===== src/rtl/incr_counter.sv =====
// incr_counter: registered up-counter with run control, terminal value (free-run or one-shot),
// and overflow detection; the sticky overflow logic is built only when INCR_COUNTER_OVF_EN is defined.

module Incr16 (
   input  logic [15:0] a,
   output logic [15:0] sum,
   output logic        carry
);
   // Each bit toggles when every lower bit is one; carry means the input was all-ones.
   always_comb begin
      logic ones_below;
      ones_below = 1'b1;
      sum        = 16'h0000;
      for (int i = 0; i < 16; i++) begin
         sum[i]     = a[i] ^ ones_below;
         ones_below = ones_below & a[i];
      end
      carry = ones_below;
   end
endmodule

module Incr9 (
   input  logic [8:0] a,
   output logic [8:0] sum,
   output logic       carry
);
   // Same toggle rule as the 16-bit version, narrowed for 9-bit builds.
   always_comb begin
      logic ones_below;
      ones_below = 1'b1;
      sum        = 9'h000;
      for (int i = 0; i < 9; i++) begin
         sum[i]     = a[i] ^ ones_below;
         ones_below = ones_below & a[i];
      end
      carry = ones_below;
   end
endmodule

module incr_counter #(
   parameter int               WIDTH     = 16,
   parameter logic [WIDTH-1:0] RESET_VAL = {WIDTH{1'b0}}
) (
   input  logic             clk,
   input  logic             rst_n,
   input  logic             start,
   input  logic             stop,
   input  logic             oneshot,
   input  logic             inc,
   input  logic             load,
   input  logic [WIDTH-1:0] load_val,
   input  logic [WIDTH-1:0] limit,
   input  logic             done_ack,
   input  logic             clr_ovf,
   output logic [WIDTH-1:0] count,
   output logic             busy,
   output logic             done,
   output logic             wrap,
   output logic             ovf
);

   typedef enum logic [1:0] {
      ST_IDLE = 2'd0,
      ST_RUN  = 2'd1,
      ST_DONE = 2'd2
   } state_t;

   state_t           state_r, state_nxt_s;
   logic [WIDTH-1:0] count_r, count_nxt_s;
   logic             oneshot_r, oneshot_nxt_s;
   logic             wrap_r, wrap_nxt_s;
   logic             ovf_r, ovf_nxt_s, ovf_set_s;
   logic             busy_r, done_r;
   logic [WIDTH-1:0] sum_s;
   logic             carry_s;

   generate
      if (WIDTH == 16) begin : g_incr16
         Incr16 u_incr (.a(count_r), .sum(sum_s), .carry(carry_s));
      end else if (WIDTH == 9) begin : g_incr9
         Incr9 u_incr (.a(count_r), .sum(sum_s), .carry(carry_s));
      end else begin : g_bad_width
         $error("incr_counter: WIDTH must be 9 or 16");
      end
   endgenerate

   // Next-state, next-count and flag computation; load outranks stop, stop outranks a step.
   always_comb begin
      state_nxt_s   = state_r;
      count_nxt_s   = count_r;
      oneshot_nxt_s = oneshot_r;
      wrap_nxt_s    = 1'b0;
      ovf_set_s     = 1'b0;
      if (load) begin
         count_nxt_s = load_val;
         if ((state_r == ST_RUN) && stop) begin
            state_nxt_s = ST_IDLE;
         end else begin
            state_nxt_s = state_r;
         end
      end else begin
         case (state_r)
            ST_IDLE: begin
               if (start) begin
                  state_nxt_s   = ST_RUN;
                  oneshot_nxt_s = oneshot;
               end else begin
                  state_nxt_s = ST_IDLE;
               end
            end
            ST_RUN: begin
               if (stop) begin
                  state_nxt_s = ST_IDLE;
               end else if (inc) begin
                  if (count_r == limit) begin
                     if (oneshot_r) begin
                        state_nxt_s = ST_DONE;
                     end else begin
                        count_nxt_s = {WIDTH{1'b0}};
                        wrap_nxt_s  = 1'b1;
                     end
                  end else if (carry_s) begin
                     count_nxt_s = {WIDTH{1'b0}};
                     ovf_set_s   = 1'b1;
                  end else begin
                     count_nxt_s = sum_s;
                  end
               end else begin
                  state_nxt_s = ST_RUN;
               end
            end
            ST_DONE: begin
               if (done_ack) begin
                  state_nxt_s = ST_IDLE;
               end else begin
                  state_nxt_s = ST_DONE;
               end
            end
            default: begin
               state_nxt_s = ST_IDLE;
            end
         endcase
      end
   end

`ifdef INCR_COUNTER_OVF_EN
   // Sticky overflow; a new overflow wins over a same-cycle clear.
   always_comb begin
      ovf_nxt_s = ovf_set_s | (ovf_r & ~clr_ovf);
   end
`else
   logic unused_ovf_s;
   assign unused_ovf_s = clr_ovf ^ ovf_set_s;

   // Overflow tracking compiled out; the flag stays low.
   always_comb begin
      ovf_nxt_s = 1'b0;
   end
`endif

   // State and output registers; busy/done are registered decodes of the next state.
   always_ff @(posedge clk) begin
      if (!rst_n) begin
         state_r   <= ST_IDLE;
         count_r   <= RESET_VAL;
         oneshot_r <= 1'b0;
         wrap_r    <= 1'b0;
         ovf_r     <= 1'b0;
         busy_r    <= 1'b0;
         done_r    <= 1'b0;
      end else begin
         state_r   <= state_nxt_s;
         count_r   <= count_nxt_s;
         oneshot_r <= oneshot_nxt_s;
         wrap_r    <= wrap_nxt_s;
         ovf_r     <= ovf_nxt_s;
         busy_r    <= (state_nxt_s == ST_RUN);
         done_r    <= (state_nxt_s == ST_DONE);
      end
   end

   assign count = count_r;
   assign busy  = busy_r;
   assign done  = done_r;
   assign wrap  = wrap_r;
   assign ovf   = ovf_r;

endmodule

===== config.mk =====
export PLATFORM = sky130hd
export DESIGN_NAME = incr_counter
export DESIGN_NICKNAME = d
export VERILOG_FILES = /design/src/rtl/incr_counter.sv
export SDC_FILE = /design/constraint.sdc
export NUM_CORES = 1
export LEC_CHECK = 0
export CORE_MARGIN = 2
export CORE_UTILIZATION = 47
export DETAILED_ROUTE_END_ITERATION = 8
export PLACE_DENSITY = 0.89
export RECOVER_POWER = 100
export SLEW_MARGIN = 5
export SYNTH_ARGS = -nofsm -noshare
export SYNTH_HDL_FRONTEND = slang
export SYNTH_SLANG_ARGS = --single-unit
export TNS_END_PERCENT = 10

===== constraint.sdc =====
create_clock -name clk -period 10.9 [get_ports clk]
set_input_delay 1.635 -clock clk [delete_from_list [all_inputs] [get_ports clk]]
set_output_delay 1.635 -clock clk [all_outputs]
set_load 0.05 [all_outputs]

==> results of run 1 <==
metal layers:
metal / part of all wire / wire (microns) / vias up / GRT usage
met1: 0.45 / 1997 / 736 / 0.3389
met5: 0 / 0 / - / 0
met2: 0.46 / 2029 / 68 / 0.3684
met4: 0.013 / 57 / 0 / 0.07903
li1: - / - / 771 / -
met3: 0.070 / 307 / 5 / 0.02521
cell families (layout without fill, tap and decap cells):
group / Yosys count / after routing / share of synthesized area
other: 1 / 1 / 0.002407
multiplexers: 1 / 1 / 0.006426
XOR/XNOR: 16 / 16 / 0.08996
flip-flops: 22 / 22 / 0.2827
buffers and inverters: 20 / 69 / 0.05622
adder cells (fa/ha/maj): 15 / 15 / 0.1205
AND/OR/NAND/NOR: 52 / 52 / 0.1920
AO/OA/AOI/OAI: 40 / 40 / 0.2498
through the flow:
step                total power [mW]  setup slack [ns]  area, sq um  cells
floorplan                     0.1354             6.623         1558    167
global route                  0.2346             5.787         2151    260
CTS                           0.2285             6.167         2192    260
finish                        0.2250             6.041         2151    260
global placement              0.1636             6.246         2140    256
detailed placement            0.1650             6.204         2140    256
cells in the final DEF (no fill, tap or decap), types with 3 or more instances in the layout:
cell type        netlist  routed
nor4_1                18      18
a2111oi_0              5      11
inv_1                  4       4
ha_1                  15      15
dfxtp_1               22      22
dlygate4sd3_1          0      21
nor3_1                15      15
nand3_1                3       3
nor2_1                 5       5
xor2_1                16      16
a2111oi_2              9       3
a32oi_1               14      14
clkdlybuf4s50_1        0      37
clkbuf_4               0       3
worst max path at each step:
stage	start	end	slack, ns
2_1_floorplan	count[0]$_SDFFE_PN0P_	count[10]$_SDFFE_PN0P_	6.62
3_3_place_gp	count[0]$_SDFFE_PN0P_	count[5]$_SDFFE_PN0P_	6.25
3_5_place_dp	count[0]$_SDFFE_PN0P_	count[1]$_SDFFE_PN0P_	6.20
4_1_cts	count[0]$_SDFFE_PN0P_	count[1]$_SDFFE_PN0P_	6.17
5_1_grt	load	count[1]$_SDFFE_PN0P_	5.79
6_report	count[0]$_SDFFE_PN0P_	count[1]$_SDFFE_PN0P_	6.04
worst max-delay path, cell delays in order (launching register included):
cell	delay (ns)
dfxtp_1	0.39
ha_1	0.23
ha_1	0.20
ha_1	0.18
ha_1	0.18
ha_1	0.18
ha_1	0.18
ha_1	0.18
ha_1	0.18
ha_1	0.18
ha_1	0.18
ha_1	0.18
ha_1	0.19
ha_1	0.21
ha_1	0.19
ha_1	0.19
nor2_1	0.76
a32oi_1	0.23
a2111oi_0	0.52
cell usage after synthesis:
cell	instances
dfxtp_1	22
nor4_1	18
xor2_1	16
ha_1	15
nor3_1	15
a32oi_1	14
clkbuf_1	12
a2111oi_2	9
a2111oi_0	5
nor2_1	5
inv_1	4
nand3_1	3
nand2_1	2
o211ai_1	2
o21ai_0	2
o22a_1	2
or4b_2	2
a21oi_1	1
a221oi_1	1
a22oi_1	1
a31oi_1	1
and2_1	1
and4bb_2	1
buf_2	1
buf_4	1
buf_6	1
clkinv_1	1
conb_1	1
mux2i_1	1
nand2b_1	1
nand4_1	1
nor2b_1	1
o311a_1	1
o31ai_1	1
or2_2	1
or3_1	1
power groups by stage:
stage          clock network (mW)  registers (mW)  logic (mW)
2_1_floorplan                   0           0.109      0.0264
3_3_place_gp                    0          0.0943      0.0693
3_5_place_dp                    0          0.0946      0.0704
4_1_cts                    0.0651          0.0927      0.0707
5_1_grt                    0.0693          0.0936      0.0717
6_report                   0.0659          0.0927      0.0665
cell type report:
class                           count  area (sq um)
Multi-Input combinational cell    125         992.2
Sequential cell                    22         440.4
Clock inverter                      1         30.03
Fill cell                         243         952.2
Tap cell                           44         55.05
Clock buffer                        3         22.52
Inverter                            5         18.77
Timing Repair Buffer               60         591.8
registers in the layout (all words and copies together) (netlist names):
signal and flops:
busy 1, wrap 1, state_r 2, oneshot_r 1, count 16, done 1
==> impl_metrics.json, run 1 <==
{
  "cts-root-buf": "clkbuf_4",
  "wl_mm": 4.390,
  "dp_hpwl_mm": 3.034,
  "r2r-start": "count[0]$_SDFFE_PN0P_",
  "worstPathArrival_ns": 5.06,
  "clk_pin_slew_ns": 0.14,
  "drive_above_1_share": 0.05093,
  "synthCells": 167,
  "r2r_end": "count[1]$_SDFFE_PN0P_",
  "core_area_sq_um": 3103,
  "die_h_microns": 61.57,
  "cp.required_ns": 11.10,
  "final_nets": 273,
  "fmax_mhz": 205.8,
  "clock-sinks": 22,
  "drc": 0,
  "maxCapViolations": 1,
  "slew_violations": 54,
  "antenna_found_initial": 0,
  "post-route-period-util": 0.4458,
  "die_w_microns": 61.57,
  "antenna_left": 0,
  "power_density_nw_per_um2": 104.6,
  "first_pass_iters": 4,
  "finalSetupViolCount": 0,
  "ff2ff_setup_slack_ns": 6.04,
  "synth_area_sq_um": 1558,
  "hold_path_class": "reg -> reg",
  "violations": "capacitance limit, slew limit",
  "gp_congestion": 0.8311,
  "ys_warn_count": 0,
  "p_leak_nw": 0.8581,
  "port_buffers": 58,
  "p_seq_frac": 0.412,
  "num_vias": 1580,
  "worst_setup_path_end_kind": "register",
  "synth_top_area_share": 0.2827,
  "cts.path.max_buffers": 2,
  "vias_per_cell": 6.077,
  "tightest_slew_ns": 2.088,
  "path_max_fanout": 14,
  "first_iter_violations": 114,
  "yosysUniqueCellTypes": 36,
  "synth_area_leader_cell": "dfxtp_1",
  "grt-ovfl-total": 0,
  "p_sw_mw": 0.07298,
  "routedWlPerCell_microns": 16.88,
  "hold_violations": 0,
  "cts_buffers": 3,
  "max-slew-margin-rel": -0.3918,
  "ctsResizeCount": 0,
  "min_from": "oneshot_r$_SDFFE_PN0P_",
  "cts_setup_buffers": 0,
  "ys_seq_area_frac": 0.2827,
  "die_area_sq_um": 3791,
  "clk-insertion-delay-late_ns": 0.32,
  "start_kind": "register",
  "power_frac_clock": 0.293,
  "intPower_mw": 0.1521,
  "grt_pass1_vias": 1371,
  "cts_tree": "yes",
  "p_sw_frac": 0.3243,
  "htree_num_levels": 1,
  "irDropWorstVdd_mv": 0.06549,
  "fin_setup_tns_ns": 0,
  "grt_first_pass_wirelength_mm": 6.672,
  "crit_type": "reg -> reg",
  "ys_top_cells_by_area": "dfxtp_1 28%, ha_1 12%, xor2_1 9.0%, a2111oi_2 8.7%, a32oi_1 7.9%",
  "syn_area_per_cell_sq_um": 9.328,
  "grt_max_degree": 54,
  "holdPathStages": 1,
  "synthesis.nets": 223,
  "utilization": 0.6931,
  "io-pin-count": 61,
  "grt_setup_unrepaired": "false",
  "std_cell_rows": 20,
  "initial_core_util": 0.5020,
  "finalClockSkew_ns": 0.001705,
  "cts.hold.buffers_added": 0,
  "fin_crit_ns": 4.859,
  "yosys_register_bits": 22,
  "insertedDiodeCount": 0,
  "p_comb_frac": 0.295,
  "hold_end": "wrap$_SDFF_PP0_",
  "area_growth_pct": 38.07,
  "status": "complete, but fails checks",
  "grt_use_total": 0.2360,
  "reg2reg_depth": 18,
  "whs_ns": 0.5075
}
No activity file was read; power rests on OpenSTA's default activity.
==> run 2: changes to the inputs <==
CORE_UTILIZATION = 44   (was 47)
PLACE_DENSITY = 0.85   (was 0.89)
clock period = 4.8 ns   (was 10.9 ns; I/O delays follow)
==> run 2 against run 1 <==
The run now ends clean. First-iteration DRC count shrank 13%. Clock power rose by 68%. Sequential cell count is the same. Routed wire length down 0.23%. Sequential share of layout area about the same. Via count grew 0.76%. Worst hold slack better by 0.0080 ns. Global-route usage is 0.85 points lower. Non-clock buffer count up 2. Final cell count up 1.5%. Register-to-register slack got worse by 5.6 ns. Critical path type unchanged. Critical endpoint is now count[8]$_SDFFE_PN0P_. Largest cell class unchanged. Highest routed layer unchanged.
==> impl_metrics.json, run 2 (synthesis gave the netlist of run 1 again) <==
{
  "r2r-start": "count[0]$_SDFFE_PN0P_",
  "power_density_nw_per_um2": 220.6,
  "fin_crit_ns": 4.318,
  "grt_use_total": 0.2275,
  "core_area_sq_um": 3363,
  "area_growth_pct": 37.75,
  "antenna_found_initial": 0,
  "die_w_microns": 63.50,
  "irDropWorstVdd_mv": 0.1170,
  "final_nets": 275,
  "p_seq_frac": 0.444,
  "grt_first_pass_wirelength_mm": 7.320,
  "crit_start": "count[0]$_SDFFE_PN0P_",
  "cts_buffers": 3,
  "max-slew-margin-rel": 0.3087,
  "antenna_left": 0,
  "gp_congestion": 0.7732,
  "layout_commonest_cell": "clkdlybuf4s50_1",
  "fmax_mhz": 231.6,
  "hold_path_class": "reg -> reg",
  "std_cell_rows": 21,
  "grt_max_degree": 36,
  "dp_hpwl_mm": 3.140,
  "fillers": 318,
  "p_sw_frac": 0.3500,
  "final_design_area_no_fill_sq_um": 2146,
  "cts_tree": "yes",
  "first_pass_iters": 4,
  "wl_mm": 4.380,
  "die_h_microns": 63.50,
  "cts_setup_buffers": 0,
  "hold_violations": 0,
  "clk-insertion-delay-late_ns": 0.33,
  "clk_pin_slew_ns": 0.15,
  "routedWlPerCell_microns": 16.59,
  "drc": 0,
  "p_leak_nw": 0.8567,
  "worst_setup_path_end_kind": "register",
  "clock-sinks": 22,
  "slew_violations": 0,
  "first_iter_violations": 99,
  "intPower_mw": 0.3077,
  "cts-root-buf": "clkbuf_4",
  "dpl_cell_area_sq_um": 2157,
  "largest_reg_flops": 16,
  "io-pin-count": 61,
  "maxCapViolations": 0,
  "power_frac_clock": 0.235,
  "cp.required_ns": 4.99,
  "die_area_sq_um": 4032,
  "p_sw_mw": 0.1657,
  "status": "completed",
  "finalSetupViolCount": 0,
  "port_buffers": 58,
  "num_vias": 1592,
  "path_max_fanout": 9,
  "worstPathArrival_ns": 4.51,
  "finalClockSkew_ns": 0.01393,
  "crit_type": "reg -> reg",
  "cts.hold.buffers_added": 0,
  "grt_pass1_vias": 1521,
  "final_cell_mix": "38 x clkdlybuf4s50_1, 22 x dfxtp_1, 20 x dlygate4sd3_1, 18 x nor4_1, 16 x xor2_1",
  "start_kind": "register",
  "htree_num_levels": 1,
  "ctsResizeCount": 0,
  "vias_per_cell": 6.030,
  "drive_above_1_share": 0.05963,
  "p_comb_frac": 0.320,
  "grt_setup_unrepaired": "false",
  "tightest_slew_ns": 1.034,
  "post-route-period-util": 0.8996,
  "insertedDiodeCount": 0,
  "initial_core_util": 0.4632,
  "min_from": "oneshot_r$_SDFFE_PN0P_",
  "grt-ovfl-total": 0,
  "cts.path.max_buffers": 2,
  "fin_setup_tns_ns": 0
}
## run 2: changes by cell type in the layout (fill, tap and decap cells not counted), sizes merged
cell	change
buf	+2
clkbuf	+1
clkdlybuf4s50	+1
dlygate4sd3	-1
bufinv	-1
## run 2: path summary, 6_finish.rpt
check	end	slack (ns)	depth (start not counted)
max	count[8]$_SDFFE_PN0P_	0.48	19
min	wrap$_SDFF_PP0_	0.52	1
max reg2reg	count[8]$_SDFFE_PN0P_	0.48	19
min reg2reg	wrap$_SDFF_PP0_	0.52	1
## run 2: critical path, stage by stage (launching register included)
cell and delay, ns:
dfxtp_1 0.39, ha_1 0.22, ha_1 0.19, ha_1 0.18, ha_1 0.18, ha_1 0.18, ha_1 0.18, ha_1 0.18
ha_1 0.18, ha_1 0.18, ha_1 0.18, ha_1 0.18, ha_1 0.19, ha_1 0.19, ha_1 0.20, ha_1 0.21
nor2_1 0.15, buf_4 0.21, a32oi_1 0.12, a2111oi_0 0.49
## run 2: stage by stage
step	util	hold slack (ns)	std cells	power, mW	worst slack [ns]
3_3_place_gp	0.6414	0.4911	260	0.3737	0.6625
4_1_cts	0.6522	0.5177	264	0.4827	0.4891
3_5_place_dp	0.6414	0.4954	260	0.3770	0.5335
6_report	0.6380	0.5155	264	0.4734	0.4818
2_1_floorplan	-	0.4553	167	0.3075	0.5227
5_1_grt	0.6380	0.5382	264	0.4977	0.1572
## run 2: final cells by class
class,instances,area (sq um),share of cell area
well taps,46,57.56,0.02682
repair buffers,62,606.8,0.2828
inverters,5,18.77,0.008746
clock buffers,4,36.28,0.01691
multi-input cells,125,985.9,0.4595
flip-flops and latches,22,440.4,0.2052
## run 2: power groups by stage
stage	sequential [mW]	combinational, mW	clock (mW)
6_report	0.210	0.152	0.111
3_5_place_dp	0.215	0.162	0
3_3_place_gp	0.214	0.160	0
2_1_floorplan	0.247	0.0600	0
4_1_cts	0.211	0.163	0.109
5_1_grt	0.213	0.163	0.122
## run 2: layer usage
metal	vias up	share of wire	routed length [microns]	global-route usage
met5	-	0	0	0
met2	68	0.49	2137	0.3671
met3	9	0.060	263	0.03393
li1	774	-	-	-
met4	0	0.026	115	0.1005
met1	741	0.43	1863	0.2990
